## config.mk

```make
export PLATFORM = sky130hd
export DESIGN_NAME = uart_rx_ctrl
export DESIGN_NICKNAME = d
export VERILOG_FILES = /design/src/rtl/uart_rx_ctrl.sv
export SDC_FILE = /design/constraint.sdc
export NUM_CORES = 1
export LEC_CHECK = 0
export ABC_AREA = 1
export BUFFER_PORTS_ARGS = -buffer_cell sky130_fd_sc_hd__buf_2
export CORE_ASPECT_RATIO = 1.2
export CORE_UTILIZATION = 51
export DETAILED_ROUTE_END_ITERATION = 6
export GPL_ROUTABILITY_DRIVEN = 0
export PLACE_DENSITY = 0.76
export SETUP_SLACK_MARGIN = 0.1
export SLEW_MARGIN = 40
export SYNTH_ARGS = -nofsm -noshare
export SYNTH_HDL_FRONTEND = slang
export SYNTH_SLANG_ARGS = --single-unit
export TNS_END_PERCENT = 30
```

## constraint.sdc

```tcl
create_clock -name clk -period 1.47 [get_ports clk]
set_input_delay 0.2205 -clock clk [delete_from_list [all_inputs] [get_ports clk]]
set_output_delay 0.2205 -clock clk [all_outputs]
set_load 0.05 [all_outputs]
```

## src/rtl/uart_rx_ctrl.sv

```systemverilog
// UART receive controller: line sync, start-bit validation, bit timing, shift strobes and output buffer.
// First strobe 15 cycles after the start edge; data_ready rises 2 cycles after the last strobe; no backpressure (unread data is overwritten and flagged).
module uart_rx_ctrl #(
  parameter int CLKS_PER_BIT  = 10,
  parameter int NUM_DATA_BITS = 8
) (
  input  logic                     clk,
  input  logic                     n_rst,
  input  logic                     serial_in,
  input  logic [NUM_DATA_BITS:0]   packet_data,
  input  logic                     data_read,
  output logic                     serial_sync,
  output logic                     shift_strobe,
  output logic [NUM_DATA_BITS-1:0] rx_data,
  output logic                     data_ready,
  output logic                     framing_error,
  output logic                     overrun_error,
  output logic                     busy
);

  localparam int CW = $clog2(CLKS_PER_BIT);
  localparam int BW = $clog2(NUM_DATA_BITS + 2);
  localparam logic [CW-1:0] HALF_LAST = CW'(CLKS_PER_BIT / 2 - 1);
  localparam logic [CW-1:0] BIT_LAST  = CW'(CLKS_PER_BIT - 1);
  localparam logic [BW-1:0] LAST_IDX  = BW'(NUM_DATA_BITS);

  typedef enum logic [1:0] {IDLE, START, RECV, STOP_CHK} state_t;

  state_t        state, next_state;
  logic          sync_meta, prev_sync;
  logic [CW-1:0] clk_cnt;
  logic [BW-1:0] bit_cnt;
  logic          start_edge, half_done, bit_done;
  logic          clr_fe, set_fe, load;

  always_ff @(posedge clk or negedge n_rst) begin
    if (!n_rst) begin
      sync_meta   <= 1'b1;
      serial_sync <= 1'b1;
      prev_sync   <= 1'b1;
    end else begin
      sync_meta   <= serial_in;
      serial_sync <= sync_meta;
      prev_sync   <= serial_sync;
    end
  end

  assign start_edge = prev_sync & ~serial_sync;
  assign half_done  = (clk_cnt == HALF_LAST);
  assign bit_done   = (clk_cnt == BIT_LAST);

  always_ff @(posedge clk or negedge n_rst) begin
    if (!n_rst) state <= IDLE;
    else        state <= next_state;
  end

  always_comb begin
    next_state = state;
    case (state)
      IDLE:     if (start_edge) next_state = START;
      START:    if (half_done) next_state = serial_sync ? IDLE : RECV;
      RECV:     if (bit_done && bit_cnt == LAST_IDX) next_state = STOP_CHK;
      STOP_CHK: next_state = IDLE;
      default:  next_state = IDLE;
    endcase
  end

  always_comb begin
    shift_strobe = (state == RECV) && bit_done;
    busy         = (state != IDLE);
    clr_fe       = (state == START) && half_done && !serial_sync;
    load         = (state == STOP_CHK) && packet_data[NUM_DATA_BITS];
    set_fe       = (state == STOP_CHK) && !packet_data[NUM_DATA_BITS];
  end

  always_ff @(posedge clk or negedge n_rst) begin
    if (!n_rst) begin
      clk_cnt <= '0;
      bit_cnt <= '0;
    end else begin
      case (state)
        START: begin
          clk_cnt <= half_done ? '0 : clk_cnt + 1'b1;
          bit_cnt <= '0;
        end
        RECV: begin
          if (bit_done) begin
            clk_cnt <= '0;
            bit_cnt <= bit_cnt + 1'b1;
          end else begin
            clk_cnt <= clk_cnt + 1'b1;
          end
        end
        default: begin
          clk_cnt <= '0;
          bit_cnt <= '0;
        end
      endcase
    end
  end

  // A load takes priority over a coincident data_read so the fresh byte is never lost.
  always_ff @(posedge clk or negedge n_rst) begin
    if (!n_rst) begin
      rx_data       <= '0;
      data_ready    <= 1'b0;
      overrun_error <= 1'b0;
      framing_error <= 1'b0;
    end else begin
      if (load) begin
        rx_data       <= packet_data[NUM_DATA_BITS-1:0];
        data_ready    <= 1'b1;
        overrun_error <= overrun_error | (data_ready & ~data_read);
      end else if (data_read) begin
        data_ready    <= 1'b0;
        overrun_error <= 1'b0;
      end
      if (clr_fe)      framing_error <= 1'b0;
      else if (set_fe) framing_error <= 1'b1;
    end
  end

endmodule
```

==> reports/metrics.yaml, run 1 <==
sta:
  setup_tns_ps: -267
  worstMarginPinSlew_ps: 507
  final-max-slew-violation-count: 0
  finalWorstSetupSlack_ps: -102
  period_share: 1.07
  hold_violations: 0
  rsz0062_at_grt: "true"
  finalSetupViolCount: 3
  fmax_mhz: 636
  period_needed_ps: 1570
  finalClockSkew_ps: 5.92
  slew_headroom: 0.662
clock_tree:
  clock_path_buffers: 2
  clock-root-buffer: "clkbuf_4"
  htreeDepth: 1
  cts.sinks: 24
  cts_buffers: 3
  clock_latency_ps: 310
  clk_pin_slew_ps: 130
  tritoncts: "done"
logic_synthesis:
  synth_common_cells: "dfrtp_1, inv_1, nand2_1"
  synth_area_leaders: "dfrtp_1, ha_1, mux2_2, dfstp_2, inv_1"
  yosys_warnings: 0
  synth_top_area_frac: 0.475
  synthesis.area_mm2: 0.00111
  ys_seq_area_frac: 0.546
  synth.avg_cell_area_um2: 10.3
  synth_seq_cells: 24
  synth_ff_type: "dfrtp_1"
  synthCells: 107
  synth_cell_type_count: 15
  async_reset_ff_frac: 1.00
  yosysMostFrequentCell: "dfrtp_1"
  synth_edf_count: 0
  syn_nets: 129
  yosysTopAreaCell: "dfrtp_1"
global_route:
  grt_overflow: 0
  grt_start_max_net_pins: 25
  grtUsageTotal: 0.186
  grt_antenna_before_repair: 0
  first_global_vias: 827
  grt_pass1_wl_um: 3140
worst_hold_path:
  hp-class: "input pin to flip-flop"
pwr:
  leakagePower_uw: 0.000791
  irDropWorstVdd_uv: 1440
  p_per_area_mw_per_mm2: 1780
placed_design:
  port_buffers: 26
  dp_hpwl_um: 1350
  place_inst: 163
floorplan:
  core_region_area_mm2: 0.00205
  die_w_um: 44.5
  dieArea_mm2: 0.00236
  start_util: 0.540
  ioPinCount: 27
  rows: 18
  fp.dieH_um: 53.0
setup_path:
  critPathLaunchType: "flip-flop"
  path_class: "flip-flop to output pin"
  cp_data_required_time_ps: 1250
  end_kind: "output pin"
  critPathMaxFanout: 2
  cp.arrival_ps: 1350
routing:
  first_iter_violations: 10
  drc: 0
  ant_nets: 0
  wl_per_cell_um: 11.8
  vias: 857
  routed_wl_um: 2120
  firstDrtPassIters: 6
  via_per_inst: 4.76
layout:
  multiInputGateArea_um2: 517
  nets: 173
  drive_gt1_frac: 0.480
  stdcell_count: 180
  area_growth_pct: 38.4
  final_core_util: 0.748
  n_fill_cell: 145
  num_antenna_cells: 0
  regArea_um2: 606
status:
  failed_checks: "negative setup slack"
  status: "complete, but fails checks"
job:
  cap_violations: 0
-- where the power goes --
group | total, uW | switching, uW | internal [uW]
Combinational | 1460 | 954 | 504
Clock | 342 | 191 | 151
Sequential | 922 | 93.6 | 828
Total | 2720 | 1240 | 1480
-- metal layers --
layer / global-route usage / part of all wire / wire length, um
met1: 0.190 / 0.40 / 846
met2: 0.336 / 0.54 / 1140
met3: 0.0273 / 0.028 / 59
met4: 0.136 / 0.034 / 73
met5: 0 / 0 / 0
-- path summary, 6_finish.rpt --
kind,slack [ps],from,endpoint,cells after the start
min in group asynchronous,390,n_rst,bit_cnt[1],2
max in group asynchronous,710,n_rst,async pin,2
setup / recovery,-100,clk_cnt[1],shift_strobe,7
hold / removal,130,packet_data[2],rx_data[2],2
setup reg to reg,-90,clk_cnt[0],flip-flop,11
hold reg to reg,370,sync_meta,serial_sync,0
-- cell usage in the layout (no fill, tap or decap), drive strengths merged --
cell	netlist	routed
nand3	8	8
ha	9	9
inv	19	18
dfrtp	21	21
clkbuf	0	5
xor2	2	2
xnor2	1	1
nor2	8	8
o21ai	6	6
mux2	8	8
nand2	18	18
dlygate4sd3	0	2
dfstp	3	3
buf	0	36
clkinvlp	0	1
a21oi	4	4
-- sequential cells by signal, indices dropped and copies added, names as in the netlist, named ones only --
signal,count
rx_data,8
bit_cnt,4
state,1
clk_cnt,4
overrun_error,1
sync_meta,1
serial_sync,1
prev_sync,1
data_ready,1
framing_error,1
-- kinds of logic after synthesis --
logic type	synth area share
buffers and inverters	0.0644
flip-flops	0.546
AO/OA/AOI/OAI	0.0452
adder cells (fa/ha/maj)	0.102
AND/OR/NAND/NOR	0.138
multiplexers	0.0814
XOR/XNOR	0.0237
-- area by class of cell --
class,count,area share
Clock buffer,4,0.0237
Multi-Input combinational cell,64,0.337
Inverter,19,0.0506
Tap cell,30,0.0245
Sequential cell,24,0.395
Timing Repair Buffer,39,0.169
-- timing repair --
action | in CTS | in global routing
resized for setup | 14 | 16
buffers inserted | 6 | 5
endpoints found under the hold margin | 22 | 0
endpoints found under the setup margin | 2 | 17
hold buffers | 2 | 0
pin swaps | 4 | 7
-- per-stage QoR --
| stage | instance area (um^2) | hold slack, ps | worst slack (ps) | total power [uW] |
|---|---|---|---|---|
| after global placement | 1290 | 222 | 60.2 | 2030 |
| after floorplan | 1120 | -75.1 | 110 | 1800 |
| after global routing | 1530 | 123 | -177 | 2860 |
| final | 1530 | 134 | -102 | 2720 |
| after detailed placement | 1290 | 222 | -4.50 | 2070 |
| after CTS | 1440 | 133 | -91.8 | 2530 |
-- worst max-delay path, cell delays in order, from the launching register on --
cell	delay (ps)
dfrtp_1	420
inv_2	80
ha_4	130
nand3_4	70
inv_4	70
nand2_4	50
clkinvlp_4	80
buf_8	140
No activity file was read; power rests on OpenSTA's default activity.
==> inputs of run 2 (changes only) <==
Settings changed: BUFFER_PORTS_ARGS -buffer_cell sky130_fd_sc_hd__buf_2 to unset, CORE_UTILIZATION 51 to 55, DONT_BUFFER_PORTS set to 1, PLACE_DENSITY 0.76 to 0.69.
==> reports/metrics.yaml, run 2 (synthesis gave the netlist of run 1 again) <==
routing:
  firstDrtPassIters: 4  # -2
  wl_per_cell_um: 13.9  # +18%
  drc: 0  # unchanged
  vias: 761  # -11%
  ant_nets: 0  # unchanged
  first_iter_violations: 17  # +7
  via_per_inst: 5.18  # +8.7%
  routed_wl_um: 2040  # -3.5%
placed_design:
  place_area_mm2: 0.00119  # -7.3%
  dp_hpwl_um: 1260  # -6.9%
  place_inst: 131  # -20%
  port_buffers: 0  # -100%
sta:
  fmax_mhz: 633  # -0.42%
  hold_violations: 0  # unchanged
  finalWorstSetupSlack_ps: -109  # -6.67 ps
  rsz0062_at_grt: "true"
  slew_headroom: 0.664  # +0.00172
  worstMarginPinSlew_ps: 504  # -2.58 ps
  period_needed_ps: 1580  # +6.67 ps
  period_share: 1.07  # +0.00454
  final-max-slew-violation-count: 0  # unchanged
  finalClockSkew_ps: 1.83  # -4.09 ps
  finalSetupViolCount: 1  # -2
clock_tree:
  clock_path_buffers: 2  # unchanged
  htreeDepth: 1  # unchanged
  tritoncts: "done"
  clock_latency_ps: 310  # about the same
  cts.sinks: 24  # unchanged
  cts_buffers: 3  # unchanged
  clock-root-buffer: "clkbuf_4"
  clk_pin_slew_ps: 120  # about the same
floorplan:
  ioPinCount: 27  # unchanged
  fp.dieH_um: 51.2  # -3.6%
  core_region_area_mm2: 0.00187  # -8.7%
  die_w_um: 43.0  # -3.5%
  rows: 17  # -1
  start_util: 0.592  # +0.0513
  dieArea_mm2: 0.00220  # -7.0%
layout:
  num_antenna_cells: 0  # unchanged
  multiInputGateArea_um2: 514  # -0.48%
  largestRegisters: "rx_data (8), bit_cnt (4), clk_cnt (4)"
  largest_reg_flops: 8  # unchanged
  most-common-layout-cells: "dfrtp_1, inv_1, nand2_1, buf_4, mux2_2"
  regArea_um2: 606  # unchanged
  area_growth_pct: 26.6
  n_fill_cell: 126  # -13%
  nets: 151  # -13%
  finalInstanceArea_mm2: 0.00140  # -8.6%
  regMostFlops: "rx_data"
  final_common_cell: "dfrtp_1"
  final_core_util: 0.749  # +0.000800
  stdcell_count: 147  # -18%
  drive_gt1_frac: 0.398  # -0.0816
pwr:
  power_uw: 2530  # -6.9%
  p_per_area_mw_per_mm2: 1810  # +1.8%
  irDropWorstVdd_uv: 1430  # -0.59%
  leakagePower_uw: 0.000682  # -14%
setup_path:
  r2r_setup_slack_ps: 50  # +140 ps
  critPathLaunchType: "flip-flop"
  cp.arrival_ps: 1360  # about the same
  cp_data_required_time_ps: 1250  # about the same
  rr_worst_depth: 4  # -7
  end_kind: "output pin"
  critPathMaxFanout: 2  # unchanged
  path_class: "flip-flop to output pin"
worst_hold_path:
  whs_path_depth: 1  # -1
  hp-class: "input pin to flip-flop"
status:
  failed_checks: "negative setup slack"
  status: "complete, but fails checks"
global_route:
  grt_pass1_wl_um: 3030  # -3.5%
  grt_overflow: 0  # unchanged
  grtUsageTotal: 0.186  # about the same
  grt_start_max_net_pins: 25  # unchanged
  grt_antenna_before_repair: 0  # unchanged
  first_global_vias: 736  # -11%
job:
  cap_violations: 0  # unchanged
run 2: final timing paths:
path	start	to
worst min register to register	sync_meta	serial_sync
worst min-delay path	packet_data[5]	rx_data[5]
max in group asynchronous	n_rst	async pin
min in group asynchronous	n_rst	data_ready
worst max-delay path	clk_cnt[1]	shift_strobe
worst max register to register	state[0]	rx_data[2]
run 2: repair_timing:
action,CTS,global route
cloned,0,0
pin swaps,4,3
buffers inserted,8,2
gates resized for setup,11,10
endpoints found under the hold margin,25,21
setup endpoints to repair,4,16
hold buffers,2,1
run 2: layout make-up:
cell class,instances,share of cell area
clock buffers,4,0.0259
inverters,19,0.0536
multi-input cells,64,0.367
flip-flops and latches,24,0.432
well taps,19,0.0170
repair buffers,17,0.104
run 2: per-layer routing:
metal / share of wire / track usage / vias up / wire length, um
met5: 0 / 0 / - / 0
met2: 0.53 / 0.328 / 24 / 1080
li1: - / - / 377 / -
met3: 0.039 / 0.0353 / 2 / 79
met4: 0.014 / 0.0606 / 0 / 29
met1: 0.42 / 0.229 / 358 / 856
run 2: worst max-delay path: stages (launching register included):
cell and delay, ps:
dfrtp_1 410, inv_2 90, ha_4 140, nand3_4 70, inv_2 70, nand2_2 50
clkinvlp_4 80, buf_12 130
run 2: where the power goes:
group	switching [uW]	internal [uW]
Clock	191	152
Combinational	465	366
Sequential	540	822
Total	1200	1340
run 2: metrics by stage:
step	setup slack (ps)	hold slack, ps	setup TNS, ps
detailed placement	105	-74.6	0
CTS	-107	32.2	-122
global route	-172	29.2	-246
global placement	145	-74.5	0
finish	-109	42.5	-109
floorplan	110	-75.1	0
==> inputs of run 3 (changes only) <==
--- a/config.mk
+++ b/config.mk
@@ -13,5 +13,5 @@
 export GPL_ROUTABILITY_DRIVEN = 0
 export PLACE_DENSITY = 0.69
-export SETUP_SLACK_MARGIN = 0.1
+export SETUP_SLACK_MARGIN = 0.02
 export SLEW_MARGIN = 40
 export SYNTH_ARGS = -nofsm -noshare
==> constraint.sdc (replaced) <==
create_clock -name clk -period 1.8 [get_ports clk]
set_input_delay 0.45 -clock clk [delete_from_list [all_inputs] [get_ports clk]]
set_output_delay 0.45 -clock clk [all_outputs]
set_load 0.05 [all_outputs]
==> reports/metrics.yaml, run 3 (synthesis gave the netlist of run 1 again) <==
layout:
  num_antenna_cells: 0  # unchanged
  final_core_util: 0.694  # -0.0548
  regArea_um2: 606  # unchanged
  regMostFlops: "rx_data"
  finalInstanceArea_mm2: 0.00130  # -7.3%
  largest_reg_flops: 8  # unchanged
  drive_gt1_frac: 0.314  # -0.0844
  most-common-layout-cells: "dfrtp_1, inv_1, nand2_1"
  nets: 144  # -4.6%
  largestRegisters: "rx_data (8), bit_cnt (4), clk_cnt (4)"
  n_fill_cell: 138  # +9.5%
  multiInputGateArea_um2: 457  # -11%
  area_growth_pct: 17.3
  final_common_cell: "dfrtp_1"
clock_tree:
  cts_buffers: 3  # unchanged
  clock_path_buffers: 2  # unchanged
  tritoncts: "done"
  htreeDepth: 1  # unchanged
  clock-root-buffer: "clkbuf_4"
  clk_pin_slew_ps: 130  # about the same
  clock_latency_ps: 310  # about the same
  cts.sinks: 24  # unchanged
sta:
  finalWorstSetupSlack_ps: 19.1  # +128 ps
  final-max-slew-violation-count: 0  # unchanged
  hold_ws_ps: 81.1  # +38.5 ps
  fmax_mhz: 562
  slew_headroom: 0.662  # -0.00140
  rsz0062_at_grt: "true"
  setup_tns_ps: 0  # +109 ps
  worstMarginPinSlew_ps: 506  # +2.11 ps
  period_needed_ps: 1780
  hold_violations: 0  # unchanged
  period_share: 0.989
  finalClockSkew_ps: 1.19  # -0.638 ps
  finalSetupViolCount: 0  # -1
setup_path:
  end_kind: "output pin"
  timing.rr.start: "state[0]"
  cp_data_required_time_ps: 1350  # +100 ps
  critPathMostFrequentCell: "inv_2"
  cp.arrival_ps: 1330  # -30 ps
  critPathLaunchType: "flip-flop"
  path_class: "flip-flop to output pin"
  cp_top_family: "flip-flops"
  crit_path_start: "clk_cnt[1]"
  crit_slowest_cell: "dfrtp_1"
  crit_buf_inv: 4  # unchanged
  critPathMaxFanout: 2  # unchanged
  path_cells: "inv_2 -> ha_4 -> nand3_4 -> inv_2 -> nand2_2 -> inv_2 -> buf_12"
  slowest_delay_ps: 430  # +20 ps
global_route:
  first_global_vias: 726  # -1.4%
  grtUsageTotal: 0.187  # +0.000279
  grt_overflow: 0  # unchanged
  grt_start_max_net_pins: 25  # unchanged
  grt_pass1_wl_um: 2970  # -2.0%
  grt_antenna_before_repair: 0  # unchanged
floorplan:
  dieArea_mm2: 0.00220  # unchanged
  core_region_area_mm2: 0.00187  # unchanged
  ioPinCount: 27  # unchanged
  rows: 17  # unchanged
  die_w_um: 43.0  # unchanged
  fp.dieH_um: 51.2  # unchanged
  start_util: 0.592  # unchanged
pwr:
  leakagePower_uw: 0.000643  # -5.7%
  irDropWorstVdd_uv: 1190  # -17%
  p_per_area_mw_per_mm2: 1540  # -15%
routing:
  wl_per_cell_um: 12.3  # -12%
  dr_wl_met2_um: 850  # -21%
  vias: 729  # -4.2%
  dr_wl_met3_um: 60  # -24%
  drc: 0  # unchanged
  highest_layer: "met4"
  ant_nets: 0  # unchanged
  routed_wl_um: 1720  # -16%
  wl_met1_um: 762  # -11%
  first_iter_violations: 5  # -12
  via_per_inst: 5.21  # +0.58%
  firstDrtPassIters: 4  # unchanged
status:
  status: "finished, final reports clean"
placed_design:
  dp_hpwl_um: 1190  # -5.3%
  place_area_mm2: 0.00116  # -2.8%
  pre_cts_ws_ps: 231  # +126 ps
  port_buffers: 0  # unchanged
job:
  cap_violations: 0  # unchanged
worst_hold_path:
  hp-class: "input pin to async pin"
run 3: path summary, 6_finish.rpt:
path	end	slack (ps)	depth (start not counted)
worst max-delay path	shift_strobe	20	7
worst min-delay path	bit_cnt[1]	80	1
worst max register to register	rx_data[6]	350	4
worst min register to register	serial_sync	370	0
max in group asynchronous	prev_sync	1360	1
min in group clk	sync_meta	120	0
run 3: timing repair:
action / 4_1_cts / 5_1_grt
pin swaps: 1 / 0
buffers inserted: 5 / 2
gates resized for setup: 8 / 2
hold buffers: 1 / 0
endpoints found under the setup margin: 2 / 2
endpoints found under the hold margin: 24 / 0
run 3: layout make-up:
cell class,count,share of cell area
Sequential cell,24,0.466
Multi-Input combinational cell,64,0.352
Timing Repair Buffer,10,0.0655
Tap cell,19,0.0183
Inverter,19,0.0578
Clock inverter,1,0.0231
Clock buffer,3,0.0173
run 3: stage by stage:
stage          power (uW)  std cells
2_1_floorplan        1470        107
3_3_place_gp         1540        128
3_5_place_dp         1550        128
4_1_cts              2010        138
5_1_grt              2110        140
6_report             2000        140
run 3: layer usage:
layer | global-route usage | up-vias
met3 | 0.0318 | 5
li1 | - | 362
met4 | 0.106 | 0
met1 | 0.251 | 343
met2 | 0.285 | 19
met5 | 0 | -
run 3: worst register-to-register path: cells and delay by family, from the launching register on:
family | cells | cell delay [ps]
adders and majority gates | 1 | 220
buffers and inverters | 1 | 160
DFF | 1 | 420
muxes | 1 | 360
and+or+nand+nor | 1 | 190
run 3: where the power goes:
| part | internal [uW] | switching (uW) | total [uW] |
|---|---|---|---|
| clock | 225 | 161 | 386 |
| combinational | 207 | 278 | 485 |
| sequential | 671 | 462 | 1130 |
| total | 1100 | 901 | 2000 |
